<file path="src/rtl/rv32ima_pkg.sv">
// Shared types and defaults for the memory arbiter: FSM states, grant owner,
// access width, RAM status and the latched request record.
package rv32ima_pkg;

    localparam int STARVE_LIMIT_DEFAULT = 4;

    typedef enum logic [1:0] {
        IDLE = 2'd0,
        BUSY = 2'd1,
        RESP = 2'd2
    } arb_state_t;

    typedef enum logic {
        GRANT_I = 1'b0,
        GRANT_D = 1'b1
    } grant_t;

    typedef enum logic [1:0] {
        MEM_WORD = 2'd0,
        MEM_HALF = 2'd1,
        MEM_BYTE = 2'd2
    } mem_width_t;

    typedef enum logic [1:0] {
        RAM_FREE  = 2'd0,
        RAM_BUSY  = 2'd1,
        RAM_DATA  = 2'd2,
        RAM_ERROR = 2'd3
    } ram_state_t;

    typedef struct packed {
        logic [31:0] addr;
        logic [31:0] store;
        mem_width_t  width;
        logic        wen;
        grant_t      grant;
    } arb_req_t;

endpackage

</file>
<file path="src/rtl/memory_arbiter_fsm_if.sv">
// Bus bundle between the fetch/data requesters, the arbiter and the single-port RAM.
// slave = arbiter view, master = requester/RAM environment view.
interface memory_arbiter_fsm_if;
    import rv32ima_pkg::*;

    logic        imem_ren;
    logic [31:0] imem_addr;
    logic        dmem_ren;
    logic        dmem_wen;
    logic [31:0] dmem_addr;
    logic [31:0] dmem_store;
    mem_width_t  dmem_width;
    logic        ihit;
    logic        dhit;
    logic [31:0] imem_load;
    logic [31:0] dmem_load;
    logic [31:0] ram_addr;
    logic [31:0] ram_store;
    logic        ram_ren;
    logic        ram_wen;
    mem_width_t  ram_width;
    logic [31:0] ram_load;
    ram_state_t  ram_state;

    modport slave (
        input  imem_ren, imem_addr, dmem_ren, dmem_wen, dmem_addr, dmem_store, dmem_width,
        input  ram_load, ram_state,
        output ihit, dhit, imem_load, dmem_load,
        output ram_addr, ram_store, ram_ren, ram_wen, ram_width
    );

    modport master (
        output imem_ren, imem_addr, dmem_ren, dmem_wen, dmem_addr, dmem_store, dmem_width,
        output ram_load, ram_state,
        input  ihit, dhit, imem_load, dmem_load,
        input  ram_addr, ram_store, ram_ren, ram_wen, ram_width
    );

endinterface

</file>
<file path="src/rtl/arb_starve_counter.sv">
// Counts consecutive data grants made while a fetch waits; requests a forced
// fetch grant once the count reaches STARVE_LIMIT (FETCH_STARVE_GUARD_EN builds only).
module arb_starve_counter
    import rv32ima_pkg::*;
#(
    parameter int STARVE_LIMIT = STARVE_LIMIT_DEFAULT
) (
    input  logic clk,
    input  logic rst_n,
    input  logic grant_valid,
    input  logic grant_data,
    input  logic imem_ren,
    output logic force_fetch
);

    localparam int CW = $clog2(STARVE_LIMIT + 1);

    logic [CW-1:0] count_r;

    // Starvation count: bumps on data grants that bypass a pending fetch
    always_ff @(posedge clk or negedge rst_n) begin
        if (!rst_n) begin
            count_r <= '0;
        end else if (grant_valid) begin
            if (grant_data && imem_ren) begin
                count_r <= count_r + CW'(1);
            end else begin
                count_r <= '0;
            end
        end else begin
            count_r <= count_r;
        end
    end

    assign force_fetch = imem_ren && (count_r == CW'(STARVE_LIMIT));

endmodule

</file>
<file path="src/rtl/memory_arbiter_fsm.sv">
// Arbitrates fetch and data requests onto one single-port RAM (IDLE/BUSY/RESP).
// Define FETCH_STARVE_GUARD_EN to bound how long data traffic can starve a fetch.
module memory_arbiter_fsm
    import rv32ima_pkg::*;
#(
    parameter int STARVE_LIMIT = STARVE_LIMIT_DEFAULT
) (
    input  logic                 CLK,
    input  logic                 nRST,
    memory_arbiter_fsm_if.slave  bus
);

    arb_state_t  state_r, state_next_s;
    arb_req_t    req_r, req_next_s;
    logic [31:0] resp_r, resp_next_s;
    logic        abort_r, abort_next_s;

    logic data_req_s;
    logic any_req_s;
    logic grant_data_s;
    logic grant_fire_s;
    logic force_fetch_s;
    logic grantee_live_s;
    logic ram_active_s;

    assign data_req_s     = bus.dmem_ren | bus.dmem_wen;
    assign any_req_s      = data_req_s | bus.imem_ren;
    assign grant_fire_s   = (state_r == IDLE) && any_req_s;
    assign grant_data_s   = data_req_s && !force_fetch_s;
    assign grantee_live_s = (req_r.grant == GRANT_D) ? data_req_s : bus.imem_ren;

`ifdef FETCH_STARVE_GUARD_EN
    arb_starve_counter #(
        .STARVE_LIMIT (STARVE_LIMIT)
    ) u_starve (
        .clk         (CLK),
        .rst_n       (nRST),
        .grant_valid (grant_fire_s),
        .grant_data  (grant_data_s),
        .imem_ren    (bus.imem_ren),
        .force_fetch (force_fetch_s)
    );
`else
    assign force_fetch_s = (STARVE_LIMIT < 0);
`endif

    // Next-state, request latch and response capture
    always_comb begin
        state_next_s = state_r;
        req_next_s   = req_r;
        resp_next_s  = resp_r;
        abort_next_s = abort_r;
        case (state_r)
            IDLE: begin
                if (grant_fire_s) begin
                    req_next_s.grant = grant_data_s ? GRANT_D : GRANT_I;
                    req_next_s.addr  = grant_data_s ? bus.dmem_addr : bus.imem_addr;
                    req_next_s.store = grant_data_s ? bus.dmem_store : 32'h0000_0000;
                    req_next_s.width = grant_data_s ? bus.dmem_width : MEM_WORD;
                    req_next_s.wen   = grant_data_s & bus.dmem_wen;
                    abort_next_s     = 1'b0;
                    state_next_s     = BUSY;
                end else begin
                    state_next_s = IDLE;
                end
            end
            BUSY: begin
                if (bus.ram_state == RAM_DATA) begin
                    resp_next_s  = req_r.wen ? 32'h0000_0000 : bus.ram_load;
                    // A dropped request still finishes on the RAM but earns no hit
                    state_next_s = (abort_r || !grantee_live_s) ? IDLE : RESP;
                end else begin
                    abort_next_s = abort_r | ~grantee_live_s;
                end
            end
            RESP: begin
                state_next_s = IDLE;
            end
            default: begin
                state_next_s = IDLE;
            end
        endcase
    end

    // State, request and response registers
    always_ff @(posedge CLK or negedge nRST) begin
        if (!nRST) begin
            state_r <= IDLE;
            req_r   <= '0;
            resp_r  <= 32'h0000_0000;
            abort_r <= 1'b0;
        end else begin
            state_r <= state_next_s;
            req_r   <= req_next_s;
            resp_r  <= resp_next_s;
            abort_r <= abort_next_s;
        end
    end

    // Strobes drop in the RAM_DATA cycle itself so the RAM sees a single access
    assign ram_active_s  = (state_r == BUSY) && (bus.ram_state != RAM_DATA);
    assign bus.ram_ren   = ram_active_s && !req_r.wen;
    assign bus.ram_wen   = ram_active_s && req_r.wen;
    assign bus.ram_addr  = (state_r == BUSY) ? req_r.addr  : 32'h0000_0000;
    assign bus.ram_store = (state_r == BUSY) ? req_r.store : 32'h0000_0000;
    assign bus.ram_width = (state_r == BUSY) ? req_r.width : MEM_WORD;

    assign bus.ihit      = (state_r == RESP) && (req_r.grant == GRANT_I);
    assign bus.dhit      = (state_r == RESP) && (req_r.grant == GRANT_D);
    assign bus.imem_load = bus.ihit ? resp_r : 32'h0000_0000;
    assign bus.dmem_load = bus.dhit ? resp_r : 32'h0000_0000;

endmodule

</file>
<file path="src/flat_wrapper.sv">
// flat-port wrapper written by rule: the top's interface ports become plain ports
module memory_arbiter_fsm_flat import rv32ima_pkg::*;
#(
    parameter int STARVE_LIMIT = STARVE_LIMIT_DEFAULT
)
  (CLK, nRST, bus_imem_ren, bus_imem_addr, bus_dmem_ren, bus_dmem_wen, bus_dmem_addr, bus_dmem_store, bus_dmem_width, bus_ram_load, bus_ram_state, bus_ihit, bus_dhit, bus_imem_load, bus_dmem_load, bus_ram_addr, bus_ram_store, bus_ram_ren, bus_ram_wen, bus_ram_width);
  memory_arbiter_fsm_if bus_i ();
  input  logic CLK;
  input  logic nRST;
  input wire logic [$bits(bus_i.imem_ren)-1:0] bus_imem_ren;
  input wire logic [$bits(bus_i.imem_addr)-1:0] bus_imem_addr;
  input wire logic [$bits(bus_i.dmem_ren)-1:0] bus_dmem_ren;
  input wire logic [$bits(bus_i.dmem_wen)-1:0] bus_dmem_wen;
  input wire logic [$bits(bus_i.dmem_addr)-1:0] bus_dmem_addr;
  input wire logic [$bits(bus_i.dmem_store)-1:0] bus_dmem_store;
  input wire logic [$bits(bus_i.dmem_width)-1:0] bus_dmem_width;
  input wire logic [$bits(bus_i.ram_load)-1:0] bus_ram_load;
  input wire logic [$bits(bus_i.ram_state)-1:0] bus_ram_state;
  output wire logic [$bits(bus_i.ihit)-1:0] bus_ihit;
  output wire logic [$bits(bus_i.dhit)-1:0] bus_dhit;
  output wire logic [$bits(bus_i.imem_load)-1:0] bus_imem_load;
  output wire logic [$bits(bus_i.dmem_load)-1:0] bus_dmem_load;
  output wire logic [$bits(bus_i.ram_addr)-1:0] bus_ram_addr;
  output wire logic [$bits(bus_i.ram_store)-1:0] bus_ram_store;
  output wire logic [$bits(bus_i.ram_ren)-1:0] bus_ram_ren;
  output wire logic [$bits(bus_i.ram_wen)-1:0] bus_ram_wen;
  output wire logic [$bits(bus_i.ram_width)-1:0] bus_ram_width;
  assign bus_i.imem_ren = bus_imem_ren;
  assign bus_i.imem_addr = bus_imem_addr;
  assign bus_i.dmem_ren = bus_dmem_ren;
  assign bus_i.dmem_wen = bus_dmem_wen;
  assign bus_i.dmem_addr = bus_dmem_addr;
  assign bus_i.dmem_store = bus_dmem_store;
  assign bus_i.dmem_width = bus_dmem_width;
  assign bus_i.ram_load = bus_ram_load;
  assign bus_i.ram_state = bus_ram_state;
  assign bus_ihit = bus_i.ihit;
  assign bus_dhit = bus_i.dhit;
  assign bus_imem_load = bus_i.imem_load;
  assign bus_dmem_load = bus_i.dmem_load;
  assign bus_ram_addr = bus_i.ram_addr;
  assign bus_ram_store = bus_i.ram_store;
  assign bus_ram_ren = bus_i.ram_ren;
  assign bus_ram_wen = bus_i.ram_wen;
  assign bus_ram_width = bus_i.ram_width;
  memory_arbiter_fsm #(.STARVE_LIMIT(STARVE_LIMIT)) u_core (.CLK(CLK), .nRST(nRST), .bus(bus_i));
endmodule
</file>
<file path="config.mk">
export PLATFORM = sky130hd
export DESIGN_NAME = memory_arbiter_fsm_flat
export DESIGN_NICKNAME = d
export VERILOG_FILES = /design/src/rtl/rv32ima_pkg.sv /design/src/rtl/memory_arbiter_fsm_if.sv /design/src/rtl/arb_starve_counter.sv /design/src/rtl/memory_arbiter_fsm.sv /design/src/flat_wrapper.sv
export SDC_FILE = /design/constraint.sdc
export NUM_CORES = 1
export LEC_CHECK = 0
export CAP_MARGIN = 20
export CORE_MARGIN = 2
export CORE_UTILIZATION = 36
export CTS_CLUSTER_DIAMETER = 60
export DETAILED_ROUTE_END_ITERATION = 6
export GPL_ROUTABILITY_DRIVEN = 1
export PLACE_DENSITY = 0.77
export SLEW_MARGIN = 20
export SYNTH_ARGS = -nofsm -noshare
export SYNTH_HDL_FRONTEND = slang
export SYNTH_SLANG_ARGS = --single-unit
export TNS_END_PERCENT = 50
</file>
<file path="constraint.sdc">
create_clock -name CLK -period 1.4 [get_ports CLK]
set_input_delay 0.42 -clock CLK [delete_from_list [all_inputs] [get_ports CLK]]
set_output_delay 0.42 -clock CLK [all_outputs]
set_load 0.005 [all_outputs]
</file>
[Word level (Yosys, flattened, before mapping)]
Index checks and enable logic that the tools add are counted.
Word-level totals
  logic and storage cells: 53
  output and inout port bits: 134
  bits of input ports: 137
  flip-flop bits (word level): 103
Operators by class
  reduce and logical (&&, ||, !) cells: 14
  bitwise logic cells: 6
  equal/unequal tests: 7
  multiplexer cells: 18
Operator list (number)
  two-way mux 32 bit: 7
  two-way mux 2 bit: 4
  logical AND 1 bit: 6
  two-way mux 1 bit: 5
  == test 2 bit, second input constant: 2
  != test 2 x 1 -> 1 bit, second input constant: 2
  != test 2 bit, second input constant: 2
  one-hot mux 2 bit (2 select lines): 1
  AND reduction 2 bit: 2
  bitwise OR 1 bit: 3
  AND reduction 3 bit: 1
  == test 2 x 1 -> 1 bit, second input constant: 1
  logical NOT 1 bit: 2
  logical NOT 2 bit: 1
  NOT 1 bit: 2
  one-hot mux 1 bit (2 select lines): 1
  nonzero test 2 bit: 1
  AND 1 bit: 1
  logical OR 1 bit: 1

[Logic depth before layout (Yosys ltp)]
Gate-level depths: netlist of run 1.
  word-level depth: 7
  gate-level depth with buffers: 5
  depth with buffers taken out: 3

[Worst setup path after synthesis of run 1]
No wires, ideal clock.
  path kind: register to output
  start: register u_core.state_r[0]
  end: output bus_imem_load[22]
  path slack: -0.129 ns
  required time: 0.980 ns
  buffers on the path: 1
  arrival: 1.109 ns
  cell stages (with the launch flop): 4
  cells stage by stage: dfrtp_1 nor3b_2 clkbuf_1 and2_1
Between the ends
  word-level cells in the longest chain between the ends: 3
RTL lines
  start, declared: RTL line memory_arbiter_fsm.sv:13  | arb_state_t state_r, state_next_s;
  start signal, assigned: RTL line memory_arbiter_fsm.sv:93  | state_r <= state_next_s;
  == test 2 bit: RTL line memory_arbiter_fsm.sv:108  | assign bus.ihit = (state_r == RESP) && (req_r.grant == GRANT_I);
  logical AND 1 bit: RTL line memory_arbiter_fsm.sv:108
  net bus_ihit: RTL line flat_wrapper.sv:19  | output wire logic [$bits(bus_i.ihit)-1:0] bus_ihit;
  two-way mux 32 bit: RTL line memory_arbiter_fsm.sv:110  | assign bus.imem_load = bus.ihit ? resp_r : 32'h0000_0000;
  end, declared: RTL line flat_wrapper.sv:21  | output wire logic [$bits(bus_i.imem_load)-1:0] bus_imem_load;
The timed path passes the listed nets, and every way through them passes these cells.

[Final worst setup path of run 1]
  start: register u_core.state_r[1]
  end: output bus_dmem_load[4]
Between the ends
  word-level cells in the longest chain between the ends: 3
RTL lines
  == test 2 bit: RTL line memory_arbiter_fsm.sv:109  | assign bus.dhit = (state_r == RESP) && (req_r.grant == GRANT_D);
  logical AND 1 bit: RTL line memory_arbiter_fsm.sv:109
  two-way mux 32 bit: RTL line memory_arbiter_fsm.sv:111  | assign bus.dmem_load = bus.dhit ? resp_r : 32'h0000_0000;
  end, declared: RTL line flat_wrapper.sv:22  | output wire logic [$bits(bus_i.dmem_load)-1:0] bus_dmem_load;
No other way between the ends.

==> flow_summary.json, run 1 <==
{
  "sw_frac_of_total_pct": 32.15,
  "netlist_area_um2": 5241,
  "path_class": "reg2out",
  "p_seq_share_pct": 31.0,
  "whs_ps": 497.3,
  "combinationalPowerShare_pct": 55.3,
  "cp_max_fo": 5,
  "start_kind": "flip-flop",
  "syn_avg_cell_area_um2": 10.78,
  "period_share_pct": 157.6,
  "ir_worst_vdd_uv": 1056,
  "period_needed_ps": 2207,
  "outcome": "finished with violations",
  "p_sw_uw": 5578,
  "finalSetupViolCount": 224,
  "yosys.area_share.simple_pct": 23.94,
  "core_area_um2": 14370,
  "cts_buffer_depth": 2,
  "dieArea_um2": 15540,
  "wire_per_inst_um": 19.25,
  "synth-edff-count": 0,
  "gp_congestion": 0.7974,
  "fillers": 1075,
  "nNetsFinal": 955,
  "path_clk_slew_ps": 60,
  "layout_commonest_cell": "clkdlybuf4s50_1",
  "grt_pass1_vias": 4793,
  "required_ps": 980,
  "numPortBuffers": 270,
  "grt_max_degree": 65,
  "tightest_slew_ps": 449.8,
  "final_cell_mix": "clkdlybuf4s50_1 (132), buf_6 (125), and2_4 (113), dfrtp_1 (102), mux2_2 (38)",
  "grt_use_total_pct": 20.13,
  "first_pass_iters": 5,
  "area_delta_synth_final_pct": 86.46,
  "async_flop_share_pct": 100.0,
  "postRouteAntennaNets": 0,
  "synthDistinctLibCells": 26,
  "powerDensity_nw_per_um2": 1775,
  "vias": 4992,
  "grt_antenna_before_repair": 2,
  "power.static_leakage_uw": 0.004609,
  "syn_nets": 623,
  "core.rowCount": 44,
  "critPathCaptureType": "output pin",
  "hold_class": "reg2reg",
  "yosys_warnings": 0,
  "cpMaxStageDelayCell": "dfrtp_1",
  "drv_cap": 0,
  "slew_headroom_pct": 69.24,
  "synth-xor-area-share_pct": 0,
  "ys_ff_latch": 103,
  "synth_compound_area_share_pct": 9.382,
  "cp_slowest_stage_delay_ps": 400,
  "yosys_most_used_dff": "dfrtp_1",
  "setup_slack_ps": -806.8,
  "grt.overflow.total": 0,
  "syn_inst": 486,
  "max_clock_freq_mhz": 453.1,
  "synth_top_family_by_area": "simple AND/OR/NAND/NOR gates",
  "grt_pass1_wl_mm": 25.07,
  "finalPower_uw": 17350,
  "die_y_um": 124.7,
  "htree_levels": 3,
  "cts_sinks": 103,
  "cpMostUsedCell": "buf_6",
  "route.detailed.drc": 0,
  "cp_cell_sequence": "buf_6 -> and3b_2 -> buf_6 -> clkbuf_16 -> buf_8 -> and2_4 -> buf_6",
  "fp.dieW_um": 124.7,
  "io_pins": 271,
  "avgViaCountPerCell": 4.947,
  "clock_latency_ps": 340,
  "seq_area_frac_synth_pct": 49.18,
  "postLayoutCoreUtil_pct": 68.02,
  "rsz0062_at_grt": "true",
  "dp_hpwl_mm": 11.43,
  "tritoncts": "done",
  "hold_violations": 0,
  "cp.arrival_ps": 1790,
  "violations": "negative setup slack",
  "start_util_pct": 36.48,
  "root_buffer": "clkbuf_16",
  "cts_buffers": 9,
  "intPower_uw": 11770,
  "power_frac_clock_pct": 13.6,
  "wl_mm": 19.42,
  "setup_tns_ps": -100360,
  "clock_skew_ps": 4.748,
  "drt-initial-drc-count": 211,
  "synth.area.mux_share_pct": 13.97,
  "drive_gt1_share_pct": 48.36,
  "synthAdderAreaFrac_pct": 0,
  "maxSlewViolCount": 0
}
## registers in the layout, summed over array words and instances, names as in the netlist
signal          flops
u_core.abort_r      1
u_core.req_r       68
u_core.resp_r      32
u_core.state_r      2
## critical path: cells and delay by family, from the launching register on
family	cells	cell delay, ps
simple gates	2	410
buf+inv	5	630
flops	1	400
## path summary, 6_finish.rpt
kind,from,end,slack [ps],cells after the start
setup / recovery,u_core.state_r[1],bus_dmem_load[4],-810,7
hold / removal,u_core.req_r[42],u_core.req_r[42],500,1
setup reg to reg,u_core.state_r[0],u_core.req_r[47],-260,7
min in group asynchronous,nRST,u_core.resp_r[20],530,2
hold reg to reg,u_core.req_r[42],u_core.req_r[42],500,1
max in group asynchronous,nRST,u_core.req_r[8],350,3
## layout make-up
class | instances | area [um2] | share of cell area [%]
tap | 184 | 230.2 | 2.356
clock buffer | 12 | 256.5 | 2.625
timing repair buffer | 357 | 3845 | 39.34
antenna | 2 | 5.005 | 0.05121
multi-input combinational | 347 | 2838 | 29.04
clock inverter | 4 | 20.02 | 0.2048
sequential | 103 | 2579 | 26.39
## cell families after synthesis
group	after synthesis
multiplexers	65
flip-flops	103
buffers and inverters	36
AND/OR/NAND/NOR	212
AO/OA/AOI/OAI	70
## through the flow
step                worst slack [ps]  instance area, um2  cells
CTS                           -974.3                8722    954
global placement              -837.4                8379    930
finish                        -806.8                9773   1009
detailed placement            -838.1                8379    930
floorplan                     -93.47                5335    486
global route                  -860.1                9773   1009
## cell usage after synthesis, drive strengths merged, types with 2 or more instances
cell type	instances	area [um2]
nand4	2	12.51
clkbuf	21	78.83
o21ai	33	165.2
dfrtp	103	2577
buf	15	106.4
mux2	65	732.0
a22o	34	297.8
nand2b	33	206.5
nor2	4	22.52
and2	130	813.3
nand2	35	131.4
## what timing repair did
| action | 4_1_cts | 5_1_grt |
|---|---|---|
| gates resized for setup | 128 | 492 |
| pin swaps | 3 | 53 |
| gates cloned | 1 | 16 |
| hold buffers | 1 | 0 |
| endpoints found under the hold margin | 18 | 0 |
| endpoints found under the setup margin | 205 | 237 |
| buffers inserted | 6 | 39 |
## metal layers
layer | global-route usage [%] | wire length, um | share of wire (%) | vias to the layer above
met2 | 35.65 | 10360 | 53 | 211
met1 | 23.62 | 7301 | 38 | 2450
met4 | 6.675 | 493 | 2.5 | 0
met5 | 0 | 0 | 0 | -
li1 | - | - | - | 2300
met3 | 5.369 | 1266 | 6.5 | 31
## power by group through the flow
stage                     logic, uW  registers, uW  clock network, uW
final                          9600           5390               2360
after global routing          10200           5530               2560
after CTS                      7140           5170               2430
after detailed placement       7020           5190                  0
after global placement         6830           5110                  0
after floorplan                3520           4910                  0
No activity file was read; power rests on OpenSTA's default activity.
==> run 2, diff against run 1 <==
--- a/config.mk
+++ b/config.mk
@@ -7,11 +7,12 @@
 export LEC_CHECK = 0
 export CAP_MARGIN = 20
 export CORE_MARGIN = 2
-export CORE_UTILIZATION = 36
+export CORE_UTILIZATION = 37
+export CTS_BUF_LIST = sky130_fd_sc_hd__clkbuf_4
 export CTS_CLUSTER_DIAMETER = 60
 export DETAILED_ROUTE_END_ITERATION = 6
 export GPL_ROUTABILITY_DRIVEN = 1
-export PLACE_DENSITY = 0.77
+export PLACE_DENSITY = 0.79
 export SLEW_MARGIN = 20
 export SYNTH_ARGS = -nofsm -noshare
 export SYNTH_HDL_FRONTEND = slang
==> flow_summary.json, run 2 (synthesis results as in run 1) <==
{
  "grt_pass1_wl_mm": 23.60,
  "dieArea_um2": 15130,
  "period_needed_ps": 2506,
  "dp_hpwl_mm": 11.50,
  "layout_commonest_cell": "clkdlybuf4s50_1",
  "drive_gt1_share_pct": 32.89,
  "vias": 4944,
  "numPortBuffers": 270,
  "wl_mm": 18.38,
  "io_pins": 271,
  "cp_num_buf_inv": 2,
  "clock_latency_ps": 450,
  "path_class": "reg2out",
  "cp_cell_sequence": "nor3b_2 -> buf_12 -> and2_1 -> clkdlybuf4s50_1",
  "period_share_pct": 179.0,
  "hold_class": "in2async",
  "path_clk_slew_ps": 190,
  "start_util_pct": 37.76,
  "start_kind": "flip-flop",
  "wire_per_inst_um": 18.40,
  "die_y_um": 123.0,
  "core.rowCount": 43,
  "final_cell_mix": "clkdlybuf4s50_1 (163), dfrtp_1 (102), and2_1 (81), buf_6 (52), and2_4 (49)",
  "outcome": "finished with violations",
  "tritoncts": "done",
  "first_pass_iters": 5,
  "postRouteAntennaNets": 0,
  "max_clock_freq_mhz": 399.0,
  "violations": "negative setup slack",
  "cp_slowest_stage_delay_ps": 530,
  "grt_max_degree": 39,
  "final_area_um2": 9226,
  "cts_buffer_depth": 2,
  "setup_tns_ps": -143310,
  "rsz0062_at_grt": "true",
  "setup_slack_ps": -1106,
  "nNetsFinal": 950,
  "hold_violations": 0,
  "cp.arrival_ps": 2090,
  "largest_reg_flops": 68,
  "dpl-instance-area_um2": 8371,
  "fillers": 1068,
  "clock_skew_ps": 19.73,
  "cts_buffers": 9,
  "cpMaxStageDelayCell": "clkdlybuf4s50_1",
  "fp.dieW_um": 123.0,
  "slew_headroom_pct": 50.57,
  "top_register": "u_core.req_r",
  "whs_ps": 421.1,
  "grt_pass1_vias": 4667,
  "drt-initial-drc-count": 283,
  "powerDensity_nw_per_um2": 1688,
  "reg_top3": "u_core.req_r (68), u_core.resp_r (32), u_core.state_r (2)",
  "required_ps": 980,
  "htree_levels": 3,
  "finalSetupViolCount": 222,
  "ir_worst_vdd_uv": 977.5,
  "maxSlewViolCount": 0,
  "cpLargestDelayFamily": "buffers and inverters",
  "dpl.cell_count": 930,
  "tightest_slew_ps": 739.0,
  "cp_max_fo": 33,
  "critPathCaptureType": "output pin",
  "gp_congestion": 0.7925,
  "avgViaCountPerCell": 4.949,
  "finalPower_uw": 15570,
  "route.detailed.drc": 0,
  "power.static_leakage_uw": 0.004709,
  "drv_cap": 0,
  "instances_no_fill": 999,
  "root_buffer": "clkbuf_4",
  "grt_antenna_before_repair": 1,
  "grt_use_total_pct": 20.09,
  "cts_sinks": 103,
  "grt.overflow.total": 0,
  "core_area_um2": 13880,
  "area_delta_synth_final_pct": 76.03
}
-- run 2: cell count changes in the layout (fill, tap and decap cells not counted), sizes merged, moves of 2 or more --
cell,previous run,this run
clkdlybuf4s50,132,163
clkdlybuf4s15,0,4
inv,0,3
clkbuf,60,33
buf,169,126
clkinvlp,0,2
clkinv,4,2
dlymetal6s2s,7,33
-- run 2: through the flow --
stage / worst slack, ps / utilization (%)
2_1_floorplan: -93.47 / -
3_3_place_gp: -880.1 / 60.22
3_5_place_dp: -816.3 / 60.30
4_1_cts: -1139 / 60.77
5_1_grt: -1204 / 66.47
6_report: -1106 / 66.47
-- run 2: power breakdown --
| group | switching, uW | internal, uW | total (uW) | leakage (uW) |
|---|---|---|---|---|
| Combinational | 3330 | 5530 | 8860 | 0.00337 |
| Sequential | 922 | 4350 | 5270 | 0.00128 |
| Clock | 1060 | 385 | 1440 | 0.0000633 |
| Total | 5310 | 10300 | 15600 | 0.00471 |
-- run 2: path summary, 6_finish.rpt --
| kind | start | to | slack, ps | depth (start not counted) |
|---|---|---|---|---|
| max | u_core.state_r[0] | bus_imem_load[23] | -1110 | 4 |
| max reg2reg | u_core.state_r[0] | u_core.req_r[14] | -460 | 5 |
| min reg2reg | u_core.req_r[36] | u_core.req_r[36] | 520 | 1 |
| min | nRST | u_core.abort_r | 420 | 2 |
| max in group asynchronous | nRST | u_core.req_r[47] | 460 | 3 |
| min in group CLK | bus_ram_load[5] | u_core.resp_r[5] | 500 | 3 |
-- run 2: area by class of cell --
type | count | area [um2] | area share, %
tap | 180 | 225.2 | 2.441
multi-input combinational | 348 | 2650 | 28.72
sequential | 103 | 2579 | 27.95
timing repair buffer | 351 | 3647 | 39.53
antenna | 1 | 2.502 | 0.02712
clock buffer | 9 | 67.56 | 0.7323
clock inverter | 7 | 55.05 | 0.5967
-- run 2: per-layer routing --
layer,track usage [%],part of all wire (%),up-vias,routed length (um)
met2,35.32,53,218,9710
met1,23.93,38,2417,6933
met4,7.315,2.1,0,379
li1,-,-,2281,-
met5,0,0,-,0
met3,4.751,7.4,28,1357
-- run 2: timing repair --
| item | in CTS | in global routing |
|---|---|---|
| buffers inserted | 1 | 36 |
| endpoints found under the hold margin | 18 | 0 |
| cloned | 0 | 14 |
| resized for setup | 138 | 229 |
| endpoints found under the setup margin | 221 | 235 |
| pin swaps | 1 | 35 |
| hold buffers | 1 | 0 |
==> run 3, diff against run 2 <==
--- a/config.mk
+++ b/config.mk
@@ -5,7 +5,9 @@
 export SDC_FILE = /design/constraint.sdc
 export NUM_CORES = 1
 export LEC_CHECK = 0
+export ABC_AREA = 1
 export CAP_MARGIN = 20
+export CORE_ASPECT_RATIO = 1.75
 export CORE_MARGIN = 2
 export CORE_UTILIZATION = 37
 export CTS_BUF_LIST = sky130_fd_sc_hd__clkbuf_4
==> flow_summary.json, run 3 <==
{
  "outcome": "finished with violations",
  "violations": "negative setup slack",
  "hold_violations": 0,
  "start_kind": "flip-flop",
  "r2r_cells": 8,
  "first_pass_iters": 5,
  "synth_top_family_by_area": "simple AND/OR/NAND/NOR gates",
  "fillers": 1195,
  "grt_use_total_pct": 23.45,
  "cp_cell_sequence": "buf_6 -> nor3_4 -> inv_4 -> buf_12 -> buf_12 -> nor2_1 -> buf_2",
  "core.rowCount": 57,
  "synth_area_leaders": "dfrtp_1 (50%), nand2_1 (10%), nor2_1 (9.6%), inv_1 (7.9%), nand3_1 (6.8%)",
  "slew_headroom_pct": 76.40,
  "syn_nets": 842,
  "grt_max_degree": 45,
  "vias": 5725,
  "layout_commonest_cell": "nand2_1",
  "top_register": "u_core.req_r",
  "whs_ps": 360.5,
  "area_delta_synth_final_pct": 74.67,
  "synth-edff-count": 0,
  "syn_avg_cell_area_um2": 7.300,
  "yosys_most_used_dff": "dfrtp_1",
  "core_area_um2": 13760,
  "syn_inst": 705,
  "start_util_pct": 37.39,
  "path_class": "reg2out",
  "reg_top3": "u_core.req_r (68), u_core.resp_r (32), u_core.state_r (2)",
  "final_cell_mix": "nand2_1 (137), clkdlybuf4s50_1 (135), inv_1 (103), dfrtp_1 (102), buf_2 (74)",
  "postRouteAntennaNets": 0,
  "cpLargestDelayFamily": "buffers and inverters",
  "cp_slowest_stage_delay_ps": 440,
  "cp.arrival_ps": 1820,
  "period_share_pct": 159.8,
  "yosys.area_share.simple_pct": 27.57,
  "wl_mm": 18.06,
  "critPathCaptureType": "output pin",
  "tritoncts": "done",
  "finalSetupViolCount": 232,
  "avgViaCountPerCell": 4.700,
  "r2r_end": "u_core.resp_r[18]",
  "grt_antenna_before_repair": 2,
  "seq_area_frac_synth_pct": 50.09,
  "synth_compound_area_share_pct": 9.725,
  "drv_cap": 0,
  "gp_congestion": 0.8015,
  "tightest_slew_ps": 354.1,
  "clock_skew_ps": 23.26,
  "cp_num_buf_inv": 5,
  "rsz0062_at_grt": "true",
  "maxSlewViolCount": 0,
  "nNetsFinal": 1171,
  "cpMaxStageDelayCell": "dfrtp_2",
  "clock_latency_ps": 460,
  "yosysMostFrequentCell": "nand2_1",
  "period_needed_ps": 2238,
  "cp_max_fo": 5,
  "yosysTopAreaCell": "dfrtp_1",
  "power.static_leakage_uw": 0.004501,
  "synth_top_area_share_pct": 50.09,
  "yosys_warnings": 0,
  "ys_ff_latch": 103,
  "synthDistinctLibCells": 18,
  "die_y_um": 160.0,
  "required_ps": 980,
  "synth_common_cells": "nand2_1 (138), nor2_1 (132), inv_1 (108), dfrtp_1 (103), nand3_1 (70)",
  "largest_reg_flops": 68,
  "cpMostUsedCell": "buf_12",
  "hold_class": "in2async",
  "synth-xor-area-share_pct": 0,
  "grt_pass1_wl_mm": 27.44,
  "numPortBuffers": 270,
  "finalPower_uw": 15310,
  "grt.overflow.total": 0,
  "cts_buffers": 9,
  "setup_slack_ps": -837.6,
  "root_buffer": "clkbuf_4",
  "fp.dieW_um": 93.15,
  "r2r-start": "u_core.state_r[1]",
  "ir_worst_vdd_uv": 1032,
  "dieArea_um2": 14910,
  "max_clock_freq_mhz": 446.9,
  "synth.area.mux_share_pct": 0,
  "route.detailed.drc": 0,
  "dp_hpwl_mm": 11.75,
  "grt_pass1_vias": 5580,
  "timing.reg2reg.setup_slack_ps": -180,
  "path_clk_slew_ps": 170,
  "powerDensity_nw_per_um2": 1703,
  "drive_gt1_share_pct": 29.84,
  "cts_buffer_depth": 2,
  "synthAdderAreaFrac_pct": 0,
  "wire_per_inst_um": 14.83,
  "async_flop_share_pct": 100.0,
  "htree_levels": 3,
  "drt-initial-drc-count": 260,
  "io_pins": 271,
  "netlist_area_um2": 5146,
  "cts_sinks": 103
}
[run 3: power by group]
group	switching, uW	internal [uW]
logic	4840	4260
registers	423	4360
clock network	1020	403
[run 3: stage by stage]
step	setup TNS (ps)	util [%]	cell area, um2	setup WS [ps]	std cells
after floorplan	-3059	-	5284	-39.09	705
after global placement	-89890	61.18	8421	-679.0	1150
after detailed placement	-92600	61.18	8421	-708.3	1150
after CTS	-112790	63.93	8800	-931.1	1201
after global routing	-120130	65.30	8989	-926.2	1218
final	-98990	65.30	8989	-837.6	1218
[run 3: cell type report]
cell class / instances / area [um2] / area share [%]
Antenna cell: 2 / 5.005 / 0.05568
Clock buffer: 11 / 82.58 / 0.9187
Clock inverter: 5 / 35.03 / 0.3898
Inverter: 110 / 417.9 / 4.649
Multi-Input combinational cell: 446 / 2282 / 25.39
Sequential cell: 103 / 2579 / 28.69
Tap cell: 177 / 221.5 / 2.464
Timing Repair Buffer: 364 / 3366 / 37.44
[run 3: worst max path at each step]
stage	startpoint	endpoint	cells past startpoint
6_report	u_core.state_r[0]	bus_imem_load[31]	7
5_1_grt	u_core.state_r[0]	bus_imem_load[31]	7
4_1_cts	u_core.state_r[1]	bus_imem_load[27]	8
3_5_place_dp	bus_ram_state[0]	bus_ram_ren	6
3_3_place_gp	bus_ram_state[0]	bus_ram_wen	6
2_1_floorplan	u_core.state_r[1]	bus_ram_addr[16]	5
[run 3: layer usage]
metal | wire (um) | GRT usage [%] | vias up
met5 | 0 | 0 | -
met4 | 800 | 9.826 | 0
met3 | 1165 | 5.896 | 49
met2 | 9657 | 42.89 | 234
met1 | 6434 | 25.08 | 2627
li1 | - | - | 2815
[run 3: cell families (layout without fill, tap and decap cells)]
kind of cell / after synthesis / in the layout
simple gates: 346 / 346
buf+inv: 156 / 490
flops: 103 / 103
compound gates: 100 / 100
other cells: 0 / 2
[run 3: timing repair]
item	4_1_cts	5_1_grt
gates cloned	6	5
endpoints found under the hold margin	18	0
setup buffers	28	18
resized for setup	309	232
hold buffers	1	0
endpoints found under the setup margin	225	233
pin swaps	5	10
